**src/rtl/multi_mode_shift_engine.sv**
```systemverilog
// ---------------------------------------------------------------------------
// multi_mode_shift_engine
//
// Parametrised shift/rotate register with a burst engine. It provides eight
// operations: hold, logical shift right/left with serial fill, parallel load,
// rotate right/left, arithmetic shift right and clear. All shifts and rotates
// move the register by a variable amount. The bit that leaves the register is
// kept in a register.
//
// The burst engine latches one operation and repeats it burst_len times. It
// then raises a one-cycle done pulse. busy is high while the burst runs.
//
// Ports
//   clk              rising-edge clock
//   rst              asynchronous active-high reset
//   enable           clock enable; 0 freezes q, shift_out, FSM and counter
//   mode             operation select (HOLD/SRL/SLL/LOAD/ROR/ROL/SRA/CLEAR)
//   amount           shift/rotate distance for each operation
//   serial_in_right  fill bit for SRL (enters at the MSB side)
//   serial_in_left   fill bit for SLL (enters at the LSB side)
//   parallel_in      load value
//   start            launch a burst (sampled in IDLE while enable=1)
//   burst_len        number of operations in a burst
//   q                register contents
//   shift_out        last bit shifted or rotated out
//   busy             high while a burst is running
//   done             one-cycle pulse when a burst completes
// ---------------------------------------------------------------------------
module multi_mode_shift_engine #(
   parameter  int WIDTH = 8,
   parameter  int CNT_W = 8,
   localparam int AMT_W = $clog2(WIDTH)
) (
   input  logic             clk,
   input  logic             rst,
   input  logic             enable,
   input  logic [2:0]       mode,
   input  logic [AMT_W-1:0] amount,
   input  logic             serial_in_right,
   input  logic             serial_in_left,
   input  logic [WIDTH-1:0] parallel_in,
   input  logic             start,
   input  logic [CNT_W-1:0] burst_len,
   output logic [WIDTH-1:0] q,
   output logic             shift_out,
   output logic             busy,
   output logic             done
);

   // Operation encodings
   localparam logic [2:0] M_HOLD  = 3'b000;
   localparam logic [2:0] M_SRL   = 3'b001;
   localparam logic [2:0] M_SLL   = 3'b010;
   localparam logic [2:0] M_LOAD  = 3'b011;
   localparam logic [2:0] M_ROR   = 3'b100;
   localparam logic [2:0] M_ROL   = 3'b101;
   localparam logic [2:0] M_SRA   = 3'b110;
   localparam logic [2:0] M_CLEAR = 3'b111;

   // The shift amount is widened by one bit. This lets the modulo and
   // index arithmetic hold WIDTH itself and sums up to 2*WIDTH-2.
   localparam int              SH_W  = AMT_W + 1;
   localparam logic [SH_W-1:0] W_X   = SH_W'(WIDTH);
   localparam logic [SH_W-1:0] W_M1  = SH_W'(WIDTH - 1);
   localparam logic [SH_W-1:0] ONE_X = SH_W'(1);

   typedef enum logic [0:0] {
      S_IDLE = 1'b0,
      S_RUN  = 1'b1
   } state_t;

   // ------------------------------------------------------------------
   // State
   // ------------------------------------------------------------------
   state_t             state_q,    state_d;
   logic [CNT_W-1:0]   cnt_q,      cnt_d;
   logic [2:0]         lat_mode_q, lat_mode_d;
   logic [AMT_W-1:0]   lat_amt_q,  lat_amt_d;
   logic [WIDTH-1:0]   q_q,        q_d;
   logic               so_q,       so_d;
   logic               busy_q,     busy_d;
   logic               done_q,     done_d;

   // Operation currently applied to the datapath
   logic               exec;
   logic [2:0]         op_mode;
   logic [AMT_W-1:0]   op_amt;

   // ------------------------------------------------------------------
   // Shift / rotate datapath
   // ------------------------------------------------------------------
   logic [SH_W-1:0]    amt_x;
   logic [SH_W-1:0]    amt_m1;
   logic [SH_W-1:0]    rot_x;
   logic [SH_W-1:0]    ror_idx;
   logic [SH_W-1:0]    rol_idx;

   logic [2*WIDTH-1:0] srl_cat;
   logic [2*WIDTH-1:0] sra_cat;
   logic [2*WIDTH-1:0] sll_cat;
   logic [2*WIDTH-1:0] rot_cat;

   logic [WIDTH-1:0]   srl_res, sra_res, sll_res, ror_res, rol_res;
   logic               srl_out, sra_out, sll_out, ror_out, rol_out;

   // In a burst the latched operation drives the datapath. parallel_in is
   // always the live input, so a latched LOAD picks up the current value.
   assign op_mode = (state_q == S_RUN) ? lat_mode_q : mode;
   assign op_amt  = (state_q == S_RUN) ? lat_amt_q  : amount;

   assign amt_x  = {1'b0, op_amt};
   // amt_m1 is used only when the amount is non-zero.
   assign amt_m1 = amt_x - ONE_X;
   assign rot_x  = amt_x % W_X;

   // Shifts work on a double-width word. The fill bits sit beside q, so an
   // amount of WIDTH or more fills the whole register. The exiting bit is
   // the bit one position short of the full shift.
   assign srl_cat = {{WIDTH{serial_in_right}}, q_q};
   assign sra_cat = {{WIDTH{q_q[WIDTH-1]}}, q_q};
   assign sll_cat = {q_q, {WIDTH{serial_in_left}}};
   assign rot_cat = {q_q, q_q};

   assign srl_res = WIDTH'(srl_cat >> amt_x);
   assign srl_out = 1'(srl_cat >> amt_m1);

   assign sra_res = WIDTH'(sra_cat >> amt_x);
   assign sra_out = 1'(sra_cat >> amt_m1);

   assign sll_res = WIDTH'((sll_cat << amt_x) >> WIDTH);
   assign sll_out = 1'((sll_cat << amt_m1) >> (2 * WIDTH - 1));

   // Rotates use amount mod WIDTH. The exiting bit is the original bit
   // at index (a-1) mod WIDTH for ROR, and (WIDTH-a) mod WIDTH for ROL.
   assign ror_idx = (rot_x + W_M1) % W_X;
   assign rol_idx = (W_X - rot_x) % W_X;

   assign ror_res = WIDTH'(rot_cat >> rot_x);
   assign ror_out = 1'(rot_cat >> ror_idx);

   assign rol_res = WIDTH'((rot_cat << rot_x) >> WIDTH);
   assign rol_out = 1'(rot_cat >> rol_idx);

   always_comb begin
      q_d  = q_q;
      so_d = so_q;
      if (exec) begin
         case (op_mode)
            M_HOLD: begin
               q_d = q_q;
            end
            M_SRL: begin
               if (op_amt != '0) begin
                  q_d  = srl_res;
                  so_d = srl_out;
               end
            end
            M_SLL: begin
               if (op_amt != '0) begin
                  q_d  = sll_res;
                  so_d = sll_out;
               end
            end
            M_LOAD: begin
               q_d = parallel_in;
            end
            M_ROR: begin
               if (op_amt != '0) begin
                  q_d  = ror_res;
                  so_d = ror_out;
               end
            end
            M_ROL: begin
               if (op_amt != '0) begin
                  q_d  = rol_res;
                  so_d = rol_out;
               end
            end
            M_SRA: begin
               if (op_amt != '0) begin
                  q_d  = sra_res;
                  so_d = sra_out;
               end
            end
            M_CLEAR: begin
               q_d = '0;
            end
            default: begin
               q_d = q_q;
            end
         endcase
      end
   end

   // ------------------------------------------------------------------
   // Burst FSM: next state and control
   // ------------------------------------------------------------------
   always_comb begin
      state_d    = state_q;
      cnt_d      = cnt_q;
      lat_mode_d = lat_mode_q;
      lat_amt_d  = lat_amt_q;
      busy_d     = busy_q;
      done_d     = 1'b0;          // done is a single-cycle pulse, even when paused
      exec       = 1'b0;

      if (enable) begin
         unique case (state_q)
            S_IDLE: begin
               if (start) begin
                  // The launch edge only captures the burst. q is untouched.
                  lat_mode_d = mode;
                  lat_amt_d  = amount;
                  cnt_d      = burst_len;
                  state_d    = S_RUN;
                  busy_d     = 1'b1;
               end else begin
                  exec = 1'b1;
               end
            end
            S_RUN: begin
               if (cnt_q != '0) begin
                  exec  = 1'b1;
                  cnt_d = cnt_q - CNT_W'(1);
               end else begin
                  state_d = S_IDLE;
                  busy_d  = 1'b0;
                  done_d  = 1'b1;
               end
            end
            default: begin
               state_d = S_IDLE;
            end
         endcase
      end
   end

   // ------------------------------------------------------------------
   // Registers
   // ------------------------------------------------------------------
   always_ff @(posedge clk or posedge rst) begin
      if (rst) begin
         state_q    <= S_IDLE;
         cnt_q      <= '0;
         lat_mode_q <= M_HOLD;
         lat_amt_q  <= '0;
         q_q        <= '0;
         so_q       <= 1'b0;
         busy_q     <= 1'b0;
         done_q     <= 1'b0;
      end else begin
         state_q    <= state_d;
         cnt_q      <= cnt_d;
         lat_mode_q <= lat_mode_d;
         lat_amt_q  <= lat_amt_d;
         q_q        <= q_d;
         so_q       <= so_d;
         busy_q     <= busy_d;
         done_q     <= done_d;
      end
   end

   assign q         = q_q;
   assign shift_out = so_q;
   assign busy      = busy_q;
   assign done      = done_q;

endmodule

```
**config.mk**
```make
export PLATFORM = sky130hd
export DESIGN_NAME = multi_mode_shift_engine
export DESIGN_NICKNAME = d
export VERILOG_FILES = /design/src/rtl/multi_mode_shift_engine.sv
export SDC_FILE = /design/constraint.sdc
export NUM_CORES = 1
export LEC_CHECK = 0
export ABC_AREA = 1
export BUFFER_PORTS_ARGS = -buffer_cell sky130_fd_sc_hd__buf_4
export CORE_MARGIN = 2
export CORE_UTILIZATION = 63
export CTS_CLUSTER_DIAMETER = 40
export CTS_CLUSTER_SIZE = 10
export DETAILED_ROUTE_END_ITERATION = 6
export HOLD_SLACK_MARGIN = 0.1
export PLACE_DENSITY_LB_ADDON = 0.2
export SLEW_MARGIN = 20
export SYNTH_ARGS = -nofsm -noshare
export SYNTH_HDL_FRONTEND = slang
export SYNTH_SLANG_ARGS = --single-unit
```
**constraint.sdc**
```tcl
create_clock -name clk -period 6.5 [get_ports clk]
set_clock_uncertainty 0.15 [all_clocks]
set_input_delay 0.325 -clock clk [delete_from_list [all_inputs] [get_ports clk]]
set_output_delay 0.325 -clock clk [all_outputs]
set_load 0.05 [all_outputs]
```
# After elaboration in Yosys (flattened, before gate mapping)
# Cells that the tools add are included.
[totals] ff_bits=26 output_inout_bits=11 in_bits=28
[op_classes] reduce_logical=9 eq_ne=15 bitwise_logic=2 muxes=29 shifts=10 addsub=4
[ops] operator="$mux 8" n=7
[ops] operator="$pmux 8 s7" n=1
[ops] operator="$shr 16x3->8" n=3
[ops] operator="$shl 16x3->16" n=2
[ops] operator="$shr 16x3->1" n=2
[ops] operator="$shr 16x4->1" n=2
[ops] operator="$pmux 8 s2" n=1
[ops] operator="$shl 16x4->16" n=1
[ops] operator="$mux 1" n=14
[ops] operator="$ne 2x2->1 const B" n=7
[ops] operator="$reduce_and 7->1" n=2
[ops] operator="$eq 3x3->1 const B" n=4
[ops] operator="$reduce_and 3->1" n=3
[ops] operator="$reduce_bool 8->1" n=1
[ops] operator="$sub 8x1->8 const B" n=1
[ops] operator="$eq 3x2->1 const B" n=2
[ops] operator="$mux 3" n=2
[ops] operator="$pmux 1 s2" n=3
[ops] operator="$pmux 1 s5" n=1
[ops] operator="$reduce_bool 5->1" n=1
[ops] operator="$sub 3x1->4 const B" n=1
[ops] operator="$add 3x3->3 const B" n=1
[ops] operator="$eq 3x1->1 const B" n=1
[ops] operator="$logic_not 3->1" n=1
[ops] operator="other kinds (4)" n=5

# Logic depth before layout (Yosys ltp)
[logic_depth] word_depth=5 depth_mapped=16 mapped_depth_nobuf=14

# Least setup slack after synthesis
# No wires, ideal clock.
[synth_path] path_type="register -> register" startpoint="reg state_q" endpoint="reg so_q, in the netlist shift_out" slack_ns=4.090 period_less_slack_ns=2.410 path_buffers=2 stages_incl_launch_ff=14 t_arrival_ns=2.138 required_time_ns=6.228 path_cell_list="dfrtp_1 > buf_2 > nand2_1 > o21ai_2 > inv_1 > clkbuf_1 > ha_1 > inv_1 > xor2_1 > inv_1 > nand3_1 > nand3b_1 > nand3_1 > a21oi_1"
[synth_between] elab_chain_len=5 word_cells_on_any_way=32
[synth_lines] element="start, declared" line="75" text="state_t state_q, state_d;"
[synth_lines] element="start signal, assigned" line="252" text="state_q <= state_d;"
[synth_lines] element="$mux 3" line="109" text="assign op_amt = (state_q == S_RUN) ? lat_amt_q : amount;"
[synth_lines] element="$sub 3x1->4 (tied with other cells)" line="113" text="assign amt_m1 = amt_x - ONE_X;"
[synth_lines] element="$shr 16x4->1 (tied with other cells)" line="128" text="assign sra_out = 1'(sra_cat >> amt_m1);"
[synth_lines] element="$mux 1 (on tied branches)"
[synth_lines] element="$pmux 1 s5" line="148" text="case (op_mode)"
[synth_lines] element="end signal, assigned" line="248" text="so_q <= 1'b0;"
[synth_lines] element="end signal, assigned" line="257" text="so_q <= so_d;"
[synth_lines] element="end, declared" line="80" text="logic so_q, so_d;"
# Several ways; a longest one is shown, not always the timed one. The select of a mux whose other input is x is not followed.
# A chain may end at the register's enable or synchronous reset.

==> out/qor.yml <==
drv_cap: 0
cts.sinks: 26
preCtsSetupSlack_ps: 2830
p_total_uw: 1210
async_flop_share_pct: 100
hp-class: "in -> reg"
row_count: 23
h-tree-depth: 1
synth-compound-area-share_pct: 15.3
port_buffers: 38
yosys_warnings: 0
crit_chain: "inv_2, nand2_1, nand2_1, ha_1, ha_1, inv_1, nand2_1, nand2_1, nand3_1, inv_1, nand2_1, a21oi_1, nand2_1, nand2_1"
grt_max_degree: 31
place.gp.congestion: 1.01
overflow: 0
synth_ff_type: "dfrtp_1"
final_nets: 524
final_common_cell: "nand2_1"
die_h_um: 69.8
hold_violations: 0
p_leak_uw: 0.00160
via_count: 3236
post-route-period-util_pct: 58.1
slowest_delay_ps: 830
dpl_cell_area_um2: 2990
drtIter0Drc: 428
grt.total_usage_pct: 31.9
layout_setup_ws_ps: 2720
synth.cell_area_um2: 2720
clk_latency_ps: 280
hold_start: "burst_len[5]"
fmax_mhz: 265
cts_tree: "yes"
rsz0062_at_grt: "false"
period_needed_ps: 3780
yosysUniqueCellTypes: 39
post-dp-hpwl_um: 6060
power.density_nw_per_um2: 394
design_area_um2: 3070
grt_pass1_vias: 2747
synth_edf_count: 0
slew_viol_final: 0
crit_start: "state_q"
cts_resized: 0
via_per_inst: 5.99
slew_headroom_pct: 36.2
setup_violations: 0
layout-drive-gt1-share_pct: 13.7
fin_util_pct: 75.0
mostFrequentLayoutCells: "nand2_1 (160), nand3_1 (76), inv_1 (45)"
n_antenna_cell: 0
critPathMaxFanout: 30
synthAdderAreaFrac_pct: 2.30
synthMuxAreaShare_pct: 0.413
cts_buffers: 3
synthSimpleGateAreaFrac_pct: 45.8
dieArea_um2: 4870
ant_nets: 0
cp.required_ps: 6570
synth_area_per_cell_um2: 5.90
worstSetupPathType: "reg -> reg"
wl_per_cell_um: 14.9
synth_nets: 495
synth_seq_cells: 26
cts-root-buf: "clkbuf_8"
path_clk_slew_ps: 90
crit_path_frequent_cell: "nand2_1"
syn_inst: 462
initial_utilization_pct: 66.7
worst_pin_slew_ps: 951
ys_seq_area_share_pct: 23.9
ios: 39
tns_ps: 0
r2r_start: "state_q"
startpoint_type: "flop"
dieWidth_um: 69.8
first_pass_iters: 5
grt_pass1_wl_um: 12900
drc_errors: 0
core_um2: 4090
vdd_drop_max_v: 0.000247
path_buf_inv: 3
routed_wl_um: 8020
synth_xor_area_share_pct: 1.88
outcome: "finished clean"
postCtsSetupRepairBufs: 0
clockBufferDepth: 2
crit_slowest_cell: "dfrtp_1"
area_delta_synth_final_pct: 12.6
cp-end-kind: "flop"
synth_top_family_by_area: "simple AND/OR/NAND/NOR gates"
cp.arrival_ps: 3850
critPathTopFamily: "simple AND/OR/NAND/NOR gates"
antenna_found_initial: 0
[path summary, 6_finish.rpt]
path	end	slack, ps	depth (start not counted)
worst max-delay path	flop	2720	14
worst min-delay path	cnt_q[5]	140	3
worst max register to register	flop	2720	14
worst min register to register	lat_amt_q[1]	370	2
max in group asynchronous	shift_out	5220	3
min in group asynchronous	cnt_q[3]	550	3
[worst reg2reg max path, delay by kind of cell (launching register included)]
| family | cells | cell delay (ps) |
|---|---|---|
| compound gates | 1 | 140 |
| flops | 1 | 830 |
| buf+inv | 3 | 570 |
| simple gates | 8 | 1330 |
| fa+ha+maj | 2 | 710 |
[final cells by class]
type	instances	area (um2)
timing repair buffer	42	320
multi-input combinational	367	1790
fill	350	1020
inverter	51	191
clock buffer	4	55.1
tap	50	62.6
sequential	26	651
[cells by family after synthesis]
family,Yosys count
multiplexers,1
AND/OR/NAND/NOR,283
flip-flops,26
AO/OA/AOI/OAI,73
adder cells (fa/ha/maj),5
XOR/XNOR,5
buffers and inverters,69
[state kept, by name, summed over array words and instances, names as in the netlist, named ones only]
register / count
lat_mode_q: 3
shift_out: 1
busy: 1
done: 1
q: 7
state_q: 1
lat_amt_q: 3
cnt_q: 8
[per-layer routing]
metal  global-route usage, %  part of all wire [%]  wire length, um
met4                    5.34                   2.3              182
met3                    4.22                    12              937
met1                    47.7                    43             3430
met2                    50.0                    43             3470
met5                       0                     0                0
[where the power goes]
| part | switching [uW] | internal [uW] | total (uW) |
|---|---|---|---|
| combinational | 552 | 254 | 806 |
| sequential | 77.3 | 219 | 296 |
| clock | 53.6 | 54.3 | 108 |
[cell usage after synthesis, types with 2 or more instances]
cell type	count	area share (%)
a211oi_1	2	0.55
a21oi_1	17	3.1
buf_2	7	1.3
buf_6	2	0.83
clkbuf_1	7	0.96
dfrtp_1	26	24
ha_1	5	2.3
inv_1	46	6.3
inv_2	5	0.69
nand2_1	160	22
nand2_2	8	1.8
nand2_4	2	0.83
nand3_1	76	14
nand4_1	6	1.4
nor2_1	24	3.3
nor2_4	2	0.83
o211ai_1	5	1.4
o21ai_0	32	5.9
o21ai_1	6	1.1
o22ai_1	2	0.46
xor2_1	4	1.3
[through the flow]
stage,cells,hold WS (ps)
final,540,136
after global routing,540,143
after CTS,539,139
after detailed placement,534,349
after global placement,534,320
after floorplan,462,215
[repair_timing]
action,CTS,global route
hold endpoints to repair,1,26
hold buffers,1,1
setup endpoints to repair,0,0
(Power assumes the default switching activity.)
